==> config.mk <==
export PLATFORM = sky130hd
export DESIGN_NAME = instr_dispatch
export DESIGN_NICKNAME = d
export VERILOG_FILES = /design/src/rtl/instr_dispatch.sv
export SDC_FILE = /design/constraint.sdc
export NUM_CORES = 1
export LEC_CHECK = 0
export CORE_ASPECT_RATIO = 0.75
export CORE_MARGIN = 3
export CORE_UTILIZATION = 40
export CTS_CLUSTER_DIAMETER = 200
export CTS_CLUSTER_SIZE = 20
export DETAILED_ROUTE_END_ITERATION = 12
export PLACE_DENSITY = 0.79
export REMOVE_ABC_BUFFERS = 1
export SYNTH_ARGS = -nofsm -noshare
export SYNTH_HDL_FRONTEND = slang
export SYNTH_SLANG_ARGS = --single-unit
==> constraint.sdc <==
create_clock -name clk -period 4.3 [get_ports clk]
set_clock_uncertainty 0.05 [all_clocks]
set_input_delay 1.075 -clock clk [delete_from_list [all_inputs] [get_ports clk]]
set_output_delay 1.075 -clock clk [all_outputs]
set_load 0.02 [all_outputs]
==> src/rtl/instr_dispatch.sv <==
// Issue stage: stamps each accepted instruction with a sequential commit ID and
// parks it in a one-deep register per execution branch, throttled by an ID window.

module instr_dispatch_slot #(
    parameter int BLK_W = 8,
    parameter int OPS_W = 32,
    parameter int ID_W  = 8
) (
    input  logic             clk,
    input  logic             reset,
    input  logic             enable,
    input  logic             load,
    input  logic             ready,
    input  logic [BLK_W-1:0] in_block,
    input  logic [OPS_W-1:0] in_operands,
    input  logic [3:0]       in_dest,
    input  logic [ID_W-1:0]  in_id,
    input  logic             in_flag,
    output logic             valid,
    output logic [BLK_W-1:0] block,
    output logic [OPS_W-1:0] operands,
    output logic [3:0]       dest,
    output logic [ID_W-1:0]  commit_id,
    output logic             flag
);
    always_ff @(posedge clk or negedge reset) begin
        if (!reset) begin
            valid     <= 1'b0;
            block     <= '0;
            operands  <= '0;
            dest      <= '0;
            commit_id <= '0;
            flag      <= 1'b0;
        end else if (enable) begin
            // a load wins over a same-cycle drain, keeping the slot full
            if (load) begin
                valid     <= 1'b1;
                block     <= in_block;
                operands  <= in_operands;
                dest      <= in_dest;
                commit_id <= in_id;
                flag      <= in_flag;
            end else if (ready) begin
                valid <= 1'b0;
            end
        end
    end
endmodule

module instr_dispatch #(
    parameter int data_width   = 16,
    parameter int n_blocks     = 256,
    parameter int n_branches   = 4,
    parameter int id_width     = 8,
    parameter int max_inflight = 8,
    localparam int BLK_W = $clog2(n_blocks),
    localparam int BR_W  = (n_branches > 1) ? $clog2(n_branches) : 1,
    localparam int OPS_W = 2 * data_width
) (
    input  logic                                 clk,
    input  logic                                 reset,
    input  logic                                 enable,
    input  logic                                 sample_tick,
    input  logic                                 instr_valid,
    output logic                                 instr_ready,
    input  logic [BR_W-1:0]                      instr_branch,
    input  logic [BLK_W-1:0]                     instr_block,
    input  logic [OPS_W-1:0]                     instr_operands,
    input  logic [3:0]                           instr_dest,
    input  logic                                 instr_flag,
    output logic [n_branches-1:0]                out_valid,
    input  logic [n_branches-1:0]                out_ready,
    output logic [n_branches-1:0][BLK_W-1:0]     out_block,
    output logic [n_branches-1:0][OPS_W-1:0]     out_operands,
    output logic [n_branches-1:0][3:0]           out_dest,
    output logic [n_branches-1:0][id_width-1:0]  out_commit_id,
    output logic [n_branches-1:0]                out_flag,
    input  logic [id_width-1:0]                  next_commit_id,
    output logic [id_width-1:0]                  issue_id,
    output logic [id_width-1:0]                  inflight,
    output logic                                 bad_branch
);
    logic [n_branches-1:0] slot_free;
    logic [n_branches-1:0] load;
    logic                  branch_ok;
    logic                  sel_free;
    logic                  window_ok;
    logic                  accept;

    // modular difference keeps the window correct across ID wrap
    assign inflight  = issue_id - next_commit_id;
    assign window_ok = inflight < id_width'(max_inflight);
    assign slot_free = ~out_valid | out_ready;
    assign branch_ok = {1'b0, instr_branch} < (BR_W+1)'(n_branches);

    always_comb begin
        sel_free = 1'b0;
        if (branch_ok) sel_free = slot_free[instr_branch];
    end

    // out-of-range branches are always taken so they can be dropped
    assign instr_ready = enable & ~sample_tick & (~branch_ok | (sel_free & window_ok));
    assign accept      = instr_valid & instr_ready;

    always_ff @(posedge clk or negedge reset) begin
        if (!reset) begin
            issue_id   <= '0;
            bad_branch <= 1'b0;
        end else if (accept) begin
            if (branch_ok) issue_id   <= issue_id + 1'b1;
            else           bad_branch <= 1'b1;
        end
    end

    for (genvar b = 0; b < n_branches; b++) begin : g_slot
        assign load[b] = accept & branch_ok & (instr_branch == BR_W'(b));

        instr_dispatch_slot #(.BLK_W(BLK_W), .OPS_W(OPS_W), .ID_W(id_width)) u_slot (
            .clk         (clk),
            .reset       (reset),
            .enable      (enable),
            .load        (load[b]),
            .ready       (out_ready[b]),
            .in_block    (instr_block),
            .in_operands (instr_operands),
            .in_dest     (instr_dest),
            .in_id       (issue_id),
            .in_flag     (instr_flag),
            .valid       (out_valid[b]),
            .block       (out_block[b]),
            .operands    (out_operands[b]),
            .dest        (out_dest[b]),
            .commit_id   (out_commit_id[b]),
            .flag        (out_flag[b])
        );
    end
endmodule
Word-level counts from Yosys, hierarchy flattened:

Index checks and enable logic that the tools add are counted.

* add/subtract/negate cells: 2
* multiply operators: 0
* div/mod/pow operators: 0
* order comparisons: 2
* equality and inequality tests: 3
* shifts and indexed selects: 0
* mux-type cells: 10
* bitwise gates (word level): 11
* reductions and logical operators: 13

Operators with widths (number)
* $reduce_and 2->1: 8
* $mux 1: 9
* $add 8x1->8 const B: 1
* $and 1x1->1: 8
* $lt 8x4->1 const B: 1
* $reduce_bool 2->1: 4
* $sub 8x8->8: 1
* $eq 2x2->1 const B: 2
* $not 4->4: 1
* $or 4x4->4: 1
* $lt 2x3->1 const B: 1
* $bmux 1 s2: 1
* $eq 2x1->1 const B: 1
* $logic_not 2->1: 1
* $not 1->1: 1

* register bits after elaboration: 224
* latch bits: 0
* memory bits (writable): 0
* ROM bits: 0
* input port bits: 64
* output and inout port bits: 234
* logic and storage cells: 66
* memories: 0

Depth between registers and ports, before layout:

* depth after elaboration: 10
* gate-level depth with buffers: 12
* gate-level depth less buffers: 10

Cells and area by module:

From an unflattened synthesis, not the netlist that was laid out.

* cell total of the unflattened synthesis: 572
* area, all modules: 9150.0 um^2

By module, submodules not included
* instr_dispatch_slot: times used 4, cells each 115, area each 2057.0 um^2, sequential area each 1351.3 um^2
* instr_dispatch: times used 1, cells each 112, area each 922.1 um^2, sequential area each 200.2 um^2

Worst setup path after synthesis:

No wires, ideal clock.

* path type: input to output
* start point: in next_commit_id[0]
* end point: out instr_ready
* data arrival time: 3097 ps
* required time: 3175 ps
* path slack: 78 ps
* stages: 9
* path buffers: 1
* cells stage by stage: ha_1 -> inv_1 -> fa_1 -> a211oi_1 -> nor2_1 -> o311ai_2 -> a21oi_2 -> buf_4 -> and2_1

* cells in the longest elaborated chain, start to end: 4

Ends and longest elaborated chain
* start: declaration: line 78 `input logic [id_width-1:0] next_commit_id,`
* $sub 8x8->8: line 91 `assign inflight = issue_id - next_commit_id;`
* net inflight[6]: line 80 `output logic [id_width-1:0] inflight,`
* $lt 8x4->1: line 92 `assign window_ok = inflight < id_width'(max_inflight);`
* $and 1x1->1 (2 in a row): line 102 `assign instr_ready = enable & ~sample_tick & (~branch_ok | (sel_free & window_ok));`
* end: declaration: line 65 `output logic instr_ready,`

The timed path passes the listed nets, and every way through them passes these cells.

Worst setup path after layout:

* start point: in next_commit_id[2]
* end point: out instr_ready

* cells in the longest elaborated chain, start to end: 4

Ends and longest elaborated chain (line)
* $sub 8x8->8: 91
* $lt 8x4->1: 92
* $and 1x1->1 (2 in a row): 102

No other way between the ends.

==> impl_metrics.tcl <==
set metrics [dict create \
    area_growth_pct 42.43 \
    crit_chain "clkdlybuf4s50_1 -> inv_1 -> ha_4 -> a211oi_4 -> buf_4 -> or4b_1 -> o311ai_4 -> a21oi_2 -> and2_1 -> buf_6" \
    synth_edf_count 0 \
    syn-cell-area_um2 9171 \
    p_per_area_nw_per_um2 292.3 \
    cts_made_buffers 15 \
    hpwlAfterDp_mm 16.10 \
    die_h_um 137.1 \
    cp_max_fo 3 \
    worst_pin_slew_ps 673.9 \
    vdd_drop_max_mv 0.2039 \
    routabilityCongestion 0.8531 \
    clock.fmax_mhz 234.9 \
    initial_core_util_pct 41.15 \
    drt_first_pass_iters 4 \
    num_antenna_cells 0 \
    nFillCells 1751 \
    path_delay_family "buffers and inverters" \
    die_x_um 180.8 \
    crit_path_start_kind "input port" \
    use_met1_pct 24.74 \
    clk_pin_slew_worst_paths_ps 60 \
    yosysSeqAreaShare_pct 61.12 \
    async_reset_ff_share_pct 100.0 \
    ys_warn_count 0 \
    rows 47 \
    register_area_um2 5605 \
    synth_top_family_by_area "multiplexers" \
    finalSetupViolCount 0 \
    die_area_um2 24800 \
    tritoncts "yes" \
    max_slew_margin_pct 55.07 \
    portBuffers 296 \
    cellLeakagePower_nw 6.400 \
    period_share_pct 98.98 \
    critPathSlowestCell "or4b_1" \
    postLayoutCoreUtil_pct 58.61 \
    ios 298 \
    cts-root-buf "clkbuf_16" \
    first_iter_violations 194 \
    slowest_delay_ps 550 \
    synthTopCellsByArea "dfrtp_1 (61%), mux2_2 (17%), mux2_4 (8.0%)" \
    period_needed_ps 4256 \
    clock-sinks 224 \
    vias_per_cell 4.943 \
    ctsLongestPathBuffers 3 \
    grt_antenna_before_repair 0 \
    core_um2 22290 \
    pre_cts_ws_ps -680.1 \
    busiest_layer "met2" \
    drv_cap 0 \
    finalHoldViolations 0 \
    synth.avg_cell_area_um2 15.98 \
    power_w 0.003819 \
    drt_drc_violations_left 0 \
    grt_max_degree 89 \
    synthSimpleGateAreaFrac_pct 3.247 \
    overflow 0 \
    status "complete, no violations" \
    cts_max_level 1 \
    nets 958 \
    hold_ws_ps 437.9 \
    ys.flop_type "dfrtp_1" \
    muxShareOfSynthArea_pct 28.16 \
    finalWorstSetupSlack_ps 43.71 \
    netlist.top_cell.by_area "dfrtp_1" \
    ys_ff_latch 224 \
    multi_input_area_um2 3314 \
    routedWlPerCell_um 19.50 \
    crit_arrival_ps 3130 \
    grt_pass1_wl_mm 35.83 \
    drive_gt1_share_pct 29.52 \
    critical_path_class "input port to output pin" \
    clk_latency_ps 460 \
    cp-end-kind "output pin" \
    drt-total-wl_mm 22.97 \
    dr_total_vias 5823 \
    maxSlewViolCount 0 \
    synthDistinctLibCells 42 \
    antenna_left 0 \
    use_met2_pct 28.16 \
    cp.required_ps 3170 \
    fin_area_um2 13060 \
    grt_pass1_vias 6096 \
    path_buf_inv 4 \
    synth-compound-area-share_pct 1.801 \
    synth-xor-area-share_pct 0.9550 \
    hold_buffers 0 \
    grt_usage_pct 18.10 \
    synth_top_cell_area_share_pct 61.12 \
    hold_class "register to register" \
    syn_inst 574 \
    place_area_um2 12610 \
    synth_fa_ha_area_share_pct 1.310 \
    met3_usage_pct 6.456 \
]
## through the flow
step | setup TNS, ps | std cells
after floorplan | -115110 | 540
after global placement | -3338 | 1161
after detailed placement | -11580 | 1161
after CTS | -91.69 | 1178
after global routing | -12.95 | 1178
final | 0 | 1178
## synthesized netlist by cell type, drive strengths merged (3+ instances only)
cell type and count:
o21ai 3, ha 8, and3 7, a211oi 3, a21oi 5, xor2 3
buf 33, and2 3, nand4 7, nor2 6, nand2 14, dfrtp 224
xnor2 7, nor2b 3, inv 12, mux2 213
## report_power, final
group          total, W  internal (W)  switching [W]  leakage, nW
clock           0.00131      0.000634       0.000675        0.192
combinational  0.000355      0.000174       0.000181         3.09
sequential      0.00216       0.00214      0.0000178         3.12
## cells in the final DEF, fill, tap and decap left out, types with 3 or more instances in the layout
| cell | n |
|---|---|
| nand4_1 | 6 |
| and3_1 | 6 |
| mux2_2 | 142 |
| clkbuf_16 | 15 |
| mux2_1 | 22 |
| xnor2_1 | 7 |
| clkdlybuf4s50_1 | 288 |
| a21oi_1 | 4 |
| and2_1 | 3 |
| dfrtp_1 | 224 |
| nor2_1 | 4 |
| buf_4 | 22 |
| ha_1 | 6 |
| inv_1 | 10 |
| nand2_1 | 14 |
| nor2b_1 | 3 |
| buf_12 | 11 |
| xor2_1 | 3 |
| dlygate4sd2_1 | 3 |
| mux2_4 | 49 |
## repair_timing
action | in CTS | in global routing
pin swaps | 3 | 6
endpoints found under the setup margin | 6 | 3
hold endpoints to repair | 0 | 0
gates resized for setup | 17 | 14
buffers inserted | 1 | 0
## registers in the layout, summed over array words and instances (netlist names)
signal                   cells
g_slot.u_slot.operands     128
g_slot.u_slot.block         32
g_slot.u_slot.commit_id     32
g_slot.u_slot.dest          16
issue_id                     8
g_slot.u_slot.flag           4
g_slot.u_slot.valid          4
## path summary, 6_finish.rpt
kind | start | end | slack [ps] | depth (start not counted)
worst max-delay path | next_commit_id[2] | instr_ready | 40 | 10
worst min-delay path | g_slot[3].u_slot.operands[5] | g_slot[3].u_slot.operands[5] | 440 | 1
worst max register to register | issue_id[0] | g_slot[3].u_slot.operands[24] | 1070 | 13
worst min register to register | g_slot[3].u_slot.operands[5] | g_slot[3].u_slot.operands[5] | 440 | 1
max in group asynchronous | reset | g_slot[2].u_slot.operands[2] | 2770 | 2
min in group asynchronous | reset | g_slot[3].u_slot.dest[1] | 570 | 1
## layout make-up
class / count / share of cell area (%)
multi-input cells: 304 / 25.37
well taps: 294 / 2.816
clock buffers: 15 / 2.874
inverters: 12 / 0.3448
clock inverters: 1 / 0.1245
repair buffers: 328 / 25.56
flip-flops and latches: 224 / 42.91
## cell families (layout without fill, tap and decap cells)
kind of cell	after synthesis	after routing
fa+ha+maj	9	9
other cells	1	1
flops	224	224
xor+xnor	10	10
mux	213	213
compound gates	21	21
buf+inv	46	356
simple gates	50	50
## metal layers
layer	share of wire (%)	up-vias
met1	44	2942
met3	9.4	28
met2	45	220
met5	0	-
li1	-	2633
met4	1.9	0
## worst reg2reg max path: stages (launching register included)
cell and delay (ps):
dfrtp_1 380, inv_1 60, ha_2 170, inv_2 40
fa_2 410, a211oi_4 260, buf_4 150, or4b_1 140
o311ai_4 120, a21oi_2 180, buf_4 240, and3_2 330
buf_12 210, mux2_2 360
No activity file was read; power rests on OpenSTA's default activity.
